### config.mk
export PLATFORM = sky130hd
export DESIGN_NAME = door_controller_flat
export DESIGN_NICKNAME = d
export VERILOG_FILES = /design/src/rtl/door_controller_pkg.sv /design/src/rtl/door_controller_if.sv /design/src/rtl/door_controller_motion_counter.sv /design/src/rtl/door_controller.sv /design/src/flat_wrapper.sv
export SDC_FILE = /design/constraint.sdc
export NUM_CORES = 1
export LEC_CHECK = 0
export ABC_CLOCK_PERIOD_IN_PS = 2700
export BUFFER_PORTS_ARGS = -buffer_cell sky130_fd_sc_hd__buf_4
export CAP_MARGIN = 20
export CORE_AREA = 2 2 39 41
export DETAILED_ROUTE_END_ITERATION = 8
export DIE_AREA = 0 0 41 43
export SYNTH_ARGS = -nofsm -noshare
export SYNTH_HDL_FRONTEND = slang
export SYNTH_SLANG_ARGS = --single-unit
### constraint.sdc
create_clock -name clk -period 2.7 [get_ports clk]
set_clock_uncertainty 0.1 [all_clocks]
set_input_delay 0.27 -clock clk [delete_from_list [all_inputs] [get_ports clk]]
set_output_delay 0.27 -clock clk [all_outputs]
set_load 0.02 [all_outputs]
### src/rtl/door_controller_pkg.sv
// Shared elevator door package: FSM state codes and width helpers.
package door_controller_pkg;

  localparam logic [1:0] CLOSED  = 2'd0;
  localparam logic [1:0] OPENING = 2'd1;
  localparam logic [1:0] OPEN    = 2'd2;
  localparam logic [1:0] CLOSING = 2'd3;

  // Width needed to hold the values 0..maxCount without wrapping (never zero).
  function automatic int countWidth(input int maxCount);
    return (maxCount < 1) ? 1 : $clog2(maxCount + 1);
  endfunction

endpackage

### src/rtl/door_controller_if.sv
// Door controller signal bundle: car/button/sensor inputs and door status outputs.
interface door_controller_if;

  logic arrive;
  logic open_btn;
  logic close_btn;
  logic obstruct;
  logic T;
  logic door_open;
  logic motor_open;
  logic motor_close;
  logic door_closed;
  logic nudge;

  // Car/panel side: drives requests and sensors, observes door status.
  modport master (
    output arrive, open_btn, close_btn, obstruct, T,
    input  door_open, motor_open, motor_close, door_closed, nudge
  );

  // Controller side.
  modport slave (
    input  arrive, open_btn, close_btn, obstruct, T,
    output door_open, motor_open, motor_close, door_closed, nudge
  );

endinterface

### src/rtl/door_controller_motion_counter.sv
// Door travel position counter; done flags the last cycle of a full travel.
module door_motion_counter #(
  parameter int MOTION_CYCLES = 20,
  localparam int POS_W = $clog2(MOTION_CYCLES)
) (
  input  logic             clk,
  input  logic             reset,
  input  logic             clr,
  input  logic             load,
  input  logic [POS_W-1:0] load_val,
  input  logic             en,
  output logic [POS_W-1:0] pos,
  output logic             done
);

  logic [POS_W-1:0] r_pos;

  // Position register: clear wins over load, load wins over increment.
  always_ff @(posedge clk) begin
    if (reset) begin
      r_pos <= '0;
    end else if (clr) begin
      r_pos <= '0;
    end else if (load) begin
      r_pos <= load_val;
    end else if (en) begin
      r_pos <= r_pos + POS_W'(1);
    end
  end

  assign pos  = r_pos;
  assign done = (r_pos == POS_W'(MOTION_CYCLES - 1));

endmodule

### src/rtl/door_controller.sv
// Elevator door controller: open/dwell/close sequencing with limited obstruction reversals.
module door_controller
  import door_controller_pkg::*;
#(
  parameter int MOTION_CYCLES = 20,
  parameter int MAX_REOPEN    = 3
) (
  input logic              clk,
  input logic              reset,
  door_controller_if.slave bus
);

  localparam int POS_W = $clog2(MOTION_CYCLES);
  localparam int CNT_W = countWidth(MAX_REOPEN);

  logic [1:0]       r_state;
  logic [1:0]       w_nextState;
  logic             r_hold;
  logic [CNT_W-1:0] r_reopenCnt;
  logic [POS_W-1:0] w_pos;
  logic [POS_W-1:0] w_loadVal;
  logic             w_done;
  logic             w_clr;
  logic             w_load;
  logic             w_en;
  logic             w_openReq;
  logic             w_limit;
  logic             w_reverse;

  assign w_openReq = bus.open_btn | bus.obstruct;
  assign w_limit   = (r_reopenCnt == CNT_W'(MAX_REOPEN));
  assign w_reverse = (r_state == CLOSING) && w_openReq && !w_limit;
  // Reversing mid-close reopens from the mirrored position, so it takes as long as the close so far.
  assign w_loadVal = POS_W'(MOTION_CYCLES - 1) - w_pos;

  door_motion_counter #(
    .MOTION_CYCLES(MOTION_CYCLES)
  ) u_motion (
    .clk     (clk),
    .reset   (reset),
    .clr     (w_clr),
    .load    (w_load),
    .load_val(w_loadVal),
    .en      (w_en),
    .pos     (w_pos),
    .done    (w_done)
  );

  // Next-state and travel-counter control; a reversal beats a coinciding close completion.
  always_comb begin
    w_nextState = r_state;
    w_clr       = 1'b0;
    w_load      = 1'b0;
    w_en        = 1'b0;
    case (r_state)
      CLOSED: begin
        if (bus.arrive || bus.open_btn) begin
          w_nextState = OPENING;
          w_clr       = 1'b1;
        end
      end
      OPENING: begin
        if (w_done) begin
          w_nextState = OPEN;
        end else begin
          w_en = 1'b1;
        end
      end
      OPEN: begin
        if (!w_openReq && (bus.T || bus.close_btn)) begin
          w_nextState = CLOSING;
          w_clr       = 1'b1;
        end
      end
      CLOSING: begin
        if (w_reverse) begin
          w_nextState = OPENING;
          w_load      = 1'b1;
        end else if (w_done) begin
          w_nextState = CLOSED;
          w_clr       = 1'b1;
        end else begin
          w_en = 1'b1;
        end
      end
      default: begin
        w_nextState = CLOSED;
      end
    endcase
  end

  // State register.
  always_ff @(posedge clk) begin
    if (reset) begin
      r_state <= CLOSED;
    end else begin
      r_state <= w_nextState;
    end
  end

  // Hold pulses for an open request while dwelling so the external dwell timer restarts.
  always_ff @(posedge clk) begin
    if (reset) begin
      r_hold <= 1'b0;
    end else begin
      r_hold <= (r_state == OPEN) && w_openReq;
    end
  end

  // Reversal count per door cycle, cleared when the door finally shuts.
  always_ff @(posedge clk) begin
    if (reset) begin
      r_reopenCnt <= '0;
    end else if ((r_state == CLOSING) && (w_nextState == CLOSED)) begin
      r_reopenCnt <= '0;
    end else if (w_reverse) begin
      r_reopenCnt <= r_reopenCnt + CNT_W'(1);
    end
  end

  assign bus.door_closed = (r_state == CLOSED);
  assign bus.motor_open  = (r_state == OPENING);
  assign bus.motor_close = (r_state == CLOSING);
  assign bus.door_open   = (r_state == OPEN) && !r_hold;
  assign bus.nudge       = (r_state == CLOSING) && w_limit;

endmodule
### src/flat_wrapper.sv
// flat-port wrapper written by rule: the top's interface ports become plain ports
module door_controller_flat import door_controller_pkg::*;
#(
  parameter int MOTION_CYCLES = 20,
  parameter int MAX_REOPEN    = 3
)
  (clk, reset, bus_arrive, bus_open_btn, bus_close_btn, bus_obstruct, bus_T, bus_door_open, bus_motor_open, bus_motor_close, bus_door_closed, bus_nudge);
  door_controller_if bus_i ();
  input logic clk;
  input logic reset;
  input wire logic [$bits(bus_i.arrive)-1:0] bus_arrive;
  input wire logic [$bits(bus_i.open_btn)-1:0] bus_open_btn;
  input wire logic [$bits(bus_i.close_btn)-1:0] bus_close_btn;
  input wire logic [$bits(bus_i.obstruct)-1:0] bus_obstruct;
  input wire logic [$bits(bus_i.T)-1:0] bus_T;
  output wire logic [$bits(bus_i.door_open)-1:0] bus_door_open;
  output wire logic [$bits(bus_i.motor_open)-1:0] bus_motor_open;
  output wire logic [$bits(bus_i.motor_close)-1:0] bus_motor_close;
  output wire logic [$bits(bus_i.door_closed)-1:0] bus_door_closed;
  output wire logic [$bits(bus_i.nudge)-1:0] bus_nudge;
  assign bus_i.arrive = bus_arrive;
  assign bus_i.open_btn = bus_open_btn;
  assign bus_i.close_btn = bus_close_btn;
  assign bus_i.obstruct = bus_obstruct;
  assign bus_i.T = bus_T;
  assign bus_door_open = bus_i.door_open;
  assign bus_motor_open = bus_i.motor_open;
  assign bus_motor_close = bus_i.motor_close;
  assign bus_door_closed = bus_i.door_closed;
  assign bus_nudge = bus_i.nudge;
  door_controller #(.MOTION_CYCLES(MOTION_CYCLES), .MAX_REOPEN(MAX_REOPEN)) u_core (.clk(clk), .reset(reset), .bus(bus_i));
endmodule
# Word level (Yosys, flattened, before mapping)
# Cells that the tools add are included.
# op_classes
add_sub_neg,3
eq_ne,5
n_mux,18
bitwise_logic,1
reduce_logical,17
# ops
cell,count
$mux W2,5
$mux W5,2
$mux W1,8
$pmux W2 S4,1
$logic_and A1 B1 Y1,7
$eq A2 B2 Y1 const B,3
$add A5 B1 Y5 const B,1
$eq A5 B5 Y1 const B,1
$sub A5 B5 Y5 const A,1
$logic_not A2 Y1,2
$reduce_or A2 Y1,2
$logic_not A1 Y1,3
$pmux W1 S3,1
$add A2 B1 Y2 const B,1
$eq A2 B1 Y1 const B,1
$logic_or A1 B1 Y1,2
$pmux W1 S2,1
$reduce_bool A2 Y1,1
$or A1 B1 Y1,1
# totals
ff_bits,10
out_inout_bits,5

# Longest topological paths before layout
# logic_depth
depth_word,8
ltp_mapped,7
mapped_depth_nobuf,7

# Hierarchy
# From an unflattened synthesis, not the netlist that was laid out.
# hier_totals
hier_cells,73
hier_area_um2,619.3
# modules_own_cells
module,instances,cells_each,area_per_inst_um2,seq_area_each_um2
door_controller,1,43,369.1,100.1
door_motion_counter,1,30,250.2,100.1

# Worst setup path after synthesis
# OpenSTA, ideal clock, no wires.
# synth_timing
kind,register to register
start,register u_core.r_reopenCnt[0]
end,"register u_core.u_motion.r_pos[3], in the netlist u_core.u_motion.pos[3]"
setup_time_ps,79
t_arrival_ps,1465
required_time_ps,2521
setup_slack_ps,1056
stages_incl_launch_ff,6
n_path_buf,1
path_cell_list,dfxtp_1 > ha_1 > or3_1 > buf_6 > a211o_1 > a211oi_2
# synth_between
elab_chain_cells,6
elab_cells_between_ends,12
cone_classes,1 x eq/ne; 7 x mux; 4 x reduce/logical
# synth_lines
element,line,source
from (decl),door_controller.sv:19,logic [CNT_W-1:0] r_reopenCnt;
from (signal assigned),door_controller.sv:117,r_reopenCnt <= r_reopenCnt + CNT_W'(1);
$eq A2 B2 Y1 (*),door_controller.sv:31,assign w_limit = (r_reopenCnt == CNT_W'(MAX_REOPEN));
$logic_not A1 Y1 (*),door_controller.sv:32,assign w_reverse = (r_state == CLOSING) && w_openReq && !w_limit;
$logic_and A1 B1 Y1 (*),door_controller.sv:32,
$mux W1,door_controller.sv:76,if (w_reverse) begin
"$pmux W1 S3, or another cell as far along",door_controller.sv:55,case (r_state)
"$reduce_or A2 Y1 (no line), or another cell as far along",--,
to (signal assigned),door_controller_motion_counter.sv:25,r_pos <= load_val;
to (signal assigned),door_controller_motion_counter.sv:27,r_pos <= r_pos + POS_W'(1);
to (decl),door_controller_motion_counter.sv:16,logic [POS_W-1:0] r_pos;
# Every way passes the cells marked *; elsewhere a longest branch is shown, timed or not.
# A chain may end at the register's enable or synchronous reset.

# Worst setup path in the final report
# Ends and elaborated chain as after synthesis.

==> summary.md <==
| Metric | Value |
|---|---|
| Critical path startpoint category | `flip-flop` |
| Largest delay share family, worst path | `compound AO/OA/AOI/OAI gates` |
| Fin. Hold Viols | `0` |
| CTS tree | `yes` |
| Post-synth EDFFs | `0` |
| Most common cell in the netlist | `nor2_1` |
| Clk_lat worst skew | `260 ps` |
| Crit Path Max Fanout | `9` |
| Routed WL | `1123 um` |
| GRT Total Usage | `16.25%` |
| Final Setup Violations | `0` |
| Static Leak | `0.2976 nW` |
| Top cells by count, synth | `nor2_1, dfxtp_1, o21ai_0, ha_1, inv_1` |
| Top-area cell type share of the netlist area | `36.95%` |
| Arrival time at the worst endpoint | `1910 ps` |
| Postcts setup bufs | `0` |
| Synthesized instance count | `66` |
| Detailed placer's ending HPWL | `824.7 um` |
| Vias in the first global route | `460` |
| Crit path capture type | `flip-flop` |
| Root Driver | `clkbuf_4` |
| Worst path required time | `2790 ps` |
| Slew HR | `67.51%` |
| Fmax | `551.0 MHz` |
| Clk buf depth | `2` |
| FF/Latch Area | `200.2 um2` |
| TNS Setup | `0 ps` |
| Top_reg_cell synth | `dfxtp_1` |
| Clk slew on worst S/H paths | `70 ps` |
| DR WL/cell | `11.70 um` |
| Final antenna diode count | `0` |
| R2r startpoint | `u_core.r_reopenCnt[0]$_SDFFE_PP0P_` |
| Final Slew Violations | `0` |
| Final period util | `67.22%` |
| Gpl congestion | `0.7240` |
| Vias per std cell | `5.271` |
| Seq pwr share | `47.1%` |
| Area Growth Syn to Fin | `23.56%` |
| Utilization after layout | `48.37%` |
| Final #Nets | `92` |
| Die height | `43 um` |
| YS warnings | `0` |
| GR Overflow Total | `0` |
| Switching Fraction | `23.94%` |
| Die X | `41 um` |
| Synth Cell Area | `541.8 um2` |
| Cell Chain, Critical Path | `ha_1 -> or3_1 -> a211o_1 -> a211oi_2` |
| TritonCTS buffer count | `3` |
| VDD IR max | `310.6 uV` |
| Hold path startpoint | `reset` |
| Synth Net Count | `77` |
| H-tree lvl count | `1` |
| Multi-input gate area | `315.3 um2` |
| Status | `finished, final reports clean` |
| CP Launch Point | `u_core.r_reopenCnt[0]$_SDFFE_PP0P_` |
| Hold Path Class | `in2reg` |
| Met1 usage | `21.24%` |
| Power share of the clock group | `42.1%` |
| Psw | `0.07837 mW` |
| Ys async rst share | `0%` |
| First-pass detailed-route iteration total | `4` |
| Hold-fix buffers, CTS | `0` |
| Syn Area/Cell | `8.209 um2` |
| Number of synthesized register bits | `10` |
| Busiest layer in global routing | `met2` |
| Std cell rows | `14` |
| First-pass GRT wire length | `1945 um` |
| PD cells | `489.1 mW/mm2` |
| Core box area | `0.001384 mm2` |
| Post-synthesis sequential area ratio | `36.95%` |
| Cell taking the most area after synthesis | `dfxtp_1` |
| # port buffers | `11` |
| Top post-synthesis cells by area | `dfxtp_1, nor2_1, ha_1` |
| Combinational share of power | `10.8%` |
| Initial core utilization | `39.15%` |
| CP max stage cell | `or3_1` |
| GR Util met2 | `23.44%` |
| Final min period | `1815 ps` |
| # DRC | `0` |
| Internal | `0.2490 mW` |
| IO Pins | `12` |
| Synth cell types | `24` |
| Vias | `506` |
| First-iteration detailed-routing DRC count | `5` |
| Antenna violations before repair | `0` |
| Pin count of the biggest net entering global routing | `10` |
| Die area | `0.001763 mm2` |
| Share of layout cells above drive strength 1 | `22.50%` |
| Max incr delay on CP | `520 ps` |
| Post-CTS sizing | `0` |
| Fill cell count | `153` |
| Kind of critical path | `reg2reg` |
| RSZ-0062 raised after global routing | `no` |
| CP bufs+invs | `0` |
| Slew of the pin with the lowest slew margin | `483.7 ps` |
| GR Util met3 | `4.712%` |
| Max-cap check violation count | `0` |
| Detail Route Antenna Nets | `0` |
| Total clock sinks | `10` |
[power groups by stage]
stage	Sequential (mW)	Combinational [mW]	Clock, mW
global route	0.155	0.0393	0.149
finish	0.154	0.0353	0.138
floorplan	0.157	0.0205	0
global placement	0.157	0.0352	0
detailed placement	0.158	0.0350	0
CTS	0.154	0.0352	0.145
[flip-flops by register name, indices dropped and copies added, names as in the netlist]
register	count
u_core.r_state	2
u_core.u_motion.pos	5
u_core.r_reopenCnt	2
u_core.r_hold	1
[layout by cell type (no fill, tap or decap), drive strengths merged]
master / instances
or2b: 1
and2: 1
a211oi: 3
dfxtp: 10
nand4: 3
a21oi: 2
a21o: 1
or3: 1
a22oi: 1
nor3: 2
nand2: 4
and3: 1
nand3: 2
buf: 11
clkbuf: 4
a31oi: 1
a211o: 1
o21ai: 5
nand2b: 1
nor2: 14
ha: 4
xnor2: 3
inv: 4
[worst paths after layout]
check	slack (ps)	depth (start not counted)	end
max	890	4	u_core.u_motion.pos[3]$_SDFFE_PP0P_
min	110	2	u_core.r_state[1]$_SDFF_PP0_
max reg2reg	890	4	u_core.u_motion.pos[3]$_SDFFE_PP0P_
min reg2reg	400	2	u_core.u_motion.pos[4]$_SDFFE_PP0P_
[cell families (layout without fill, tap and decap cells)]
kind of cell             Yosys count  after routing  share of synthesized area (%)
XOR/XNOR                           3              3                          4.851
buffers and inverters              5             19                          4.849
flip-flops                        10             10                          36.95
AO/OA/AOI/OAI                     14             14                          18.02
AND/OR/NAND/NOR                   30             30                          26.10
adder cells (fa/ha/maj)            4              4                          9.238
[area by class of cell]
cell class	count	share of cell area (%)
repair buffers	11	12.34
well taps	16	2.991
inverters	4	2.243
clock buffers	4	5.421
multi-input cells	51	47.10
flip-flops and latches	10	29.91
[through the flow]
step | cell area (um2) | power (mW) | std cells | setup WS (ps) | hold WS (ps)
2_1_floorplan | 541.8 | 0.1772 | 66 | 1056 | 242.4
3_3_place_gp | 633.1 | 0.1927 | 92 | 955.8 | 380.1
3_5_place_dp | 633.1 | 0.1927 | 92 | 930.8 | 381.8
4_1_cts | 669.4 | 0.3343 | 96 | 883.7 | 99.48
5_1_grt | 669.4 | 0.3430 | 96 | 774.7 | 107.9
6_report | 669.4 | 0.3274 | 96 | 885.2 | 108.0
[routing by layer]
metal / wire length [um] / share of wire [%] / up-vias
li1: - / - / 260
met1: 532 / 47 / 241
met3: 17 / 1.5 / 2
met2: 560 / 50 / 3
met4: 12 / 1.1 / 0
met5: 0 / 0 / -
Power figures use the tool's default switching activity.
